==> config.mk <==
export PLATFORM = sky130hd
export DESIGN_NAME = sync_fifo_stream_drain_flat
export DESIGN_NICKNAME = d
export VERILOG_FILES = /design/src/rtl/sync_fifo_stream_drain_if.sv /design/src/rtl/sync_fifo_stream_drain.sv /design/src/flat_wrapper.sv
export SDC_FILE = /design/constraint.sdc
export NUM_CORES = 1
export LEC_CHECK = 0
export ABC_AREA = 1
export CORE_AREA = 2 2 81 83
export CTS_CLUSTER_DIAMETER = 200
export DETAILED_ROUTE_END_ITERATION = 12
export DIE_AREA = 0 0 83 85
export DONT_BUFFER_PORTS = 1
export PLACE_DENSITY_LB_ADDON = 0.15
export SYNTH_ARGS = -nofsm -noshare
export SYNTH_HDL_FRONTEND = slang
export SYNTH_SLANG_ARGS = --single-unit
==> constraint.sdc <==
create_clock -name clk -period 3.91 [get_ports clk]
set_input_delay 0.782 -clock clk [delete_from_list [all_inputs] [get_ports clk]]
set_output_delay 0.782 -clock clk [all_outputs]
set_load 0.01 [all_outputs]
==> src/rtl/sync_fifo_stream_drain_if.sv <==
// Handshake bundle between the FIFO drain, the FIFO read port and the downstream stream.
// master = drain side, slave = FIFO/stream-consumer side.
interface sync_fifo_stream_drain_if #(
  parameter int DATA_WIDTH = 32
);
  logic                  fifo_empty;
  logic [DATA_WIDTH-1:0] fifo_data;
  logic                  fifo_cs;
  logic                  fifo_rd_en;
  logic                  m_valid;
  logic [DATA_WIDTH-1:0] m_data;
  logic                  m_ready;

  modport master (
    input  fifo_empty, fifo_data, m_ready,
    output fifo_cs, fifo_rd_en, m_valid, m_data
  );

  modport slave (
    output fifo_empty, fifo_data, m_ready,
    input  fifo_cs, fifo_rd_en, m_valid, m_data
  );
endinterface

==> src/rtl/sync_fifo_stream_drain.sv <==
// Drains a registered-read synchronous FIFO into a valid/ready stream through a 2-entry skid.
// Optional FIFO_DRAIN_STATS_EN adds a saturating transfer counter on port drain_count.
module sync_fifo_stream_drain #(
  parameter int DATA_WIDTH = 32
) (
  input  logic clk,
  input  logic rst,
  input  logic en,
  sync_fifo_stream_drain_if.master bus
`ifdef FIFO_DRAIN_STATS_EN
  ,
  output logic [31:0] drain_count
`endif
);

  typedef enum logic [1:0] {
    S_IDLE = 2'd0,
    S_RD   = 2'd1,
    S_GAP  = 2'd2
  } state_t;

  state_t                state;
  logic                  rd_en_p0;
  logic [1:0]            occ;
  logic                  vld_p1;
  logic [DATA_WIDTH-1:0] head_p1;
  logic [DATA_WIDTH-1:0] tail_p1;
  logic                  pop;
  logic                  cap;
  logic                  issue;
  logic [1:0]            occ_nxt;

  assign pop   = vld_p1 && bus.m_ready;
  assign cap   = (state == S_GAP);
  // Only IDLE may issue, so nothing is in flight here and occ alone bounds the skid
  assign issue = (state == S_IDLE) && en && !bus.fifo_empty && (occ < 2'd2);

  always_comb begin
    occ_nxt = occ;
    case ({cap, pop})
      2'b10:   occ_nxt = occ + 2'd1;
      2'b01:   occ_nxt = occ - 2'd1;
      default: occ_nxt = occ;
    endcase
  end

  // Stage p0: read sequencer, Empty is stale in S_GAP so it is never sampled there
  always_ff @(posedge clk) begin
    if (rst) begin
      state    <= S_IDLE;
      rd_en_p0 <= 1'b0;
    end else begin
      rd_en_p0 <= 1'b0;
      case (state)
        S_IDLE: begin
          if (issue) begin
            state    <= S_RD;
            rd_en_p0 <= 1'b1;
          end
        end
        S_RD:    state <= S_GAP;
        S_GAP:   state <= S_IDLE;
        default: state <= S_IDLE;
      endcase
    end
  end

  // Stage p1: skid buffer, head drives the stream, capture lands behind any surviving word
  always_ff @(posedge clk) begin
    if (rst) begin
      occ     <= 2'd0;
      vld_p1  <= 1'b0;
      head_p1 <= '0;
    end else begin
      occ    <= occ_nxt;
      vld_p1 <= (occ_nxt != 2'd0);
      if (pop) begin
        if (occ == 2'd2)
          head_p1 <= tail_p1;
        else if (cap)
          head_p1 <= bus.fifo_data;
      end else if (cap && (occ == 2'd0)) begin
        head_p1 <= bus.fifo_data;
      end
    end
  end

  always_ff @(posedge clk) begin
    if (cap && ((pop && (occ == 2'd2)) || (!pop && (occ == 2'd1))))
      tail_p1 <= bus.fifo_data;
  end

  assign bus.fifo_rd_en = rd_en_p0;
  assign bus.fifo_cs    = rd_en_p0;
  assign bus.m_valid    = vld_p1;
  assign bus.m_data     = head_p1;

`ifdef FIFO_DRAIN_STATS_EN
  function automatic logic [31:0] sat_inc(input logic [31:0] v);
    return (v == 32'hFFFF_FFFF) ? v : v + 32'd1;
  endfunction

  always_ff @(posedge clk) begin
    if (rst)
      drain_count <= 32'd0;
    else if (pop)
      drain_count <= sat_inc(drain_count);
  end
`endif

endmodule

==> src/flat_wrapper.sv <==
// flat-port wrapper written by rule: the top's interface ports become plain ports
module sync_fifo_stream_drain_flat 
#(
  parameter int DATA_WIDTH = 32
)
  (clk, rst, en, bus_fifo_empty, bus_fifo_data, bus_m_ready, bus_fifo_cs, bus_fifo_rd_en, bus_m_valid, bus_m_data);
  sync_fifo_stream_drain_if #(.DATA_WIDTH(DATA_WIDTH)) bus_i ();
  input  logic clk;
  input  logic rst;
  input  logic en;
  input wire logic [$bits(bus_i.fifo_empty)-1:0] bus_fifo_empty;
  input wire logic [$bits(bus_i.fifo_data)-1:0] bus_fifo_data;
  input wire logic [$bits(bus_i.m_ready)-1:0] bus_m_ready;
  output wire logic [$bits(bus_i.fifo_cs)-1:0] bus_fifo_cs;
  output wire logic [$bits(bus_i.fifo_rd_en)-1:0] bus_fifo_rd_en;
  output wire logic [$bits(bus_i.m_valid)-1:0] bus_m_valid;
  output wire logic [$bits(bus_i.m_data)-1:0] bus_m_data;
  assign bus_i.fifo_empty = bus_fifo_empty;
  assign bus_i.fifo_data = bus_fifo_data;
  assign bus_i.m_ready = bus_m_ready;
  assign bus_fifo_cs = bus_i.fifo_cs;
  assign bus_fifo_rd_en = bus_i.fifo_rd_en;
  assign bus_m_valid = bus_i.m_valid;
  assign bus_m_data = bus_i.m_data;
  sync_fifo_stream_drain #(.DATA_WIDTH(DATA_WIDTH)) u_core (.clk(clk), .rst(rst), .en(en), .bus(bus_i));
endmodule
==> impl_metrics.env <==
export IMPL_status="complete, no violations"
export IMPL_finalClockSkew_ns=0.00785
export IMPL_p_leak_uw=0.00153
export IMPL_antenna_found_initial=0
export IMPL_wl_mm=5.61
export IMPL_final_area_sq_um=3200
export IMPL_placed_area_sq_um=3020
export IMPL_hold_violations=0
export IMPL_postRouteAntennaNets=0
export IMPL_syn_inst=381
export IMPL_startpoint_type="flop"
export IMPL_arrival_ns=2.45
export IMPL_final_cell_mix="168 x nand2_1, 65 x nor2_1, 42 x inv_1, 38 x dfxtp_1, 32 x edfxtp_1"
export IMPL_worst_setup_path_type="flop to flop"
export IMPL_grt_max_degree=65
export IMPL_cts_hold_buffers=0
export IMPL_rr_startpoint="u_core.occ[0]"
export IMPL_hold_path_class="flop to flop"
export IMPL_start_util=0.482
export IMPL_timing_critical_path_fanout_max=32
export IMPL_setup_viol=0
export IMPL_swShare=0.231
export IMPL_vias=2081
export IMPL_grt_first_pass_wirelength_mm=9.44
export IMPL_hold_ws_ns=0.461
export IMPL_die_w_um=83
export IMPL_post_cts_setup_buffers=0
export IMPL_critPathLaunch="u_core.occ[0]"
export IMPL_cts_made_buffers=9
export IMPL_drive_gt1_frac=0.0471
export IMPL_cts_sinks=70
export IMPL_grt_pass1_vias=1977
export IMPL_gp_congestion=0.785
export IMPL_yosysWarnings=0
export IMPL_netlist_area_sq_um=2990
export IMPL_syn_avg_cell_area_sq_um=7.85
export IMPL_die_h_um=85
export IMPL_yosysSeqAreaShare=0.575
export IMPL_clock_power_share=0.391
export IMPL_layout_commonest_cell="nand2_1"
export IMPL_maxSlewViolCount=0
export IMPL_cts_tree="yes"
export IMPL_worstHoldStart="u_core.state[0]"
export IMPL_powerDensity_nw_per_um2=448
export IMPL_seq_power_share=0.558
export IMPL_tns_ns=0
export IMPL_synth_largest_area_cell="edfxtp_1"
export IMPL_rsz0062_at_grt="false"
export IMPL_clk_path_buf_depth=2
export IMPL_rows=29
export IMPL_overflow=0
export IMPL_final_util=0.516
export IMPL_p_int_uw=1100
export IMPL_drt_initial_drc_count=122
export IMPL_viasPerCell=4.53
export IMPL_grt_usage=0.170
export IMPL_cts_root_buffer="clkbuf_8"
export IMPL_clock_latency_ns=0.34
export IMPL_antennaDiodeCount=0
export IMPL_synth_top_cell_area_share=0.321
export IMPL_ctsResizeCount=0
export IMPL_fin_crit_sh=0.637
export IMPL_numPortBuffers=0
export IMPL_worst_pin_slew_ns=1.13
export IMPL_min_period_ns=2.49
export IMPL_coreArea_sq_um=6200
export IMPL_htree_levels=3
export IMPL_synth_cell_type_count=17
export IMPL_drc=0
export IMPL_synthToLayoutAreaGrowth_pct=7.03
export IMPL_drt_first_pass_iters=4
export IMPL_routedWlPerCell_um=12.2
export IMPL_ys_seq_elements=70
export IMPL_syn_nets=423
export IMPL_final_nets=419
export IMPL_slew_headroom=0.242
export IMPL_p_switching_uw=331
export IMPL_fmax_mhz=402
export IMPL_endpoint_kind="flop"
export IMPL_dieArea_sq_um=7060
export IMPL_comb_power_share=0.051
export IMPL_clk_transition_reported_paths_ns=0.07
export IMPL_dpl_hpwl_mm=3.52
export IMPL_ir_drop_mv=0.236
export IMPL_crit_required_ns=3.87
export IMPL_maxCapViolCount=0
export IMPL_yosys_top_cells_area="edfxtp_1 32%, dfxtp_1 25%, nand2_1 21%"
export IMPL_io_pins=72
[registers in the layout, summed over array words and instances, names as in the netlist]
name,count
u_core.bus.m_data,32
u_core.bus.fifo_cs,1
u_core.tail_p1,32
u_core.occ,2
u_core.state,2
u_core.bus.m_valid,1
[path summary, 6_finish.rpt]
| kind | cells past startpoint | slack, ns | to |
|---|---|---|---|
| setup reg to reg | 5 | 1.42 | u_core.tail_p1[2] |
| hold reg to reg | 2 | 0.46 | u_core.state[1] |
| setup / recovery | 5 | 1.42 | u_core.tail_p1[2] |
| hold / removal | 2 | 0.46 | u_core.state[1] |
[routing by layer]
layer	track usage	up-vias	wire, um
met5	0	-	0
met3	0.0788	11	505
met4	0.0805	0	107
met1	0.202	886	2530
li1	-	1133	-
met2	0.264	51	2470
[cells in the mapped netlist, drive strengths merged]
cell type,n
clkinv,1
a21oi,2
dfxtp,38
inv,42
clkbuf,6
nand3,2
ha,5
o21ai,4
nand2,170
edfxtp,32
buf,10
nor2,66
nor3,3
[cell families (layout without fill, tap and decap cells)]
family | Yosys count | count (layout) | share of synthesized area
AOI/OAI and AO/OA | 6 | 6 | 0.0100
and+or+nand+nor | 241 | 241 | 0.310
buffers and inverters | 59 | 60 | 0.0832
adders and majority gates | 5 | 5 | 0.0209
DFF | 70 | 70 | 0.575
[through the flow]
step / std cells / setup slack, ns / total power (uW)
floorplan: 381 / 0.735 / 878
global placement: 443 / 1.29 / 889
detailed placement: 443 / 1.24 / 891
CTS: 459 / 1.38 / 1450
global route: 459 / 1.20 / 1490
finish: 459 / 1.42 / 1430
[worst max-delay path, cell delays in order (launching register included)]
cell and delay, ns:
dfxtp_1 0.33, inv_1 0.10, ha_1 0.20, nand3_2 0.30
buf_4 0.34, a21oi_4 0.83
[area by class of cell]
class	count	area (sq um)
multi-input combinational	252	1030
sequential	70	1720
timing repair buffer	1	7.51
clock inverter	4	47.5
tap	77	96.3
fill	621	3000
inverter	43	161
clock buffer	12	135
[power groups by stage]
stage | clock network, uW | logic (uW) | registers (uW)
2_1_floorplan | 0 | 64.7 | 814
3_3_place_gp | 0 | 72.8 | 817
3_5_place_dp | 0 | 73.7 | 817
4_1_cts | 571 | 74.4 | 800
5_1_grt | 604 | 89.1 | 802
6_report | 561 | 73.0 | 800
(Power assumes the default switching activity.)
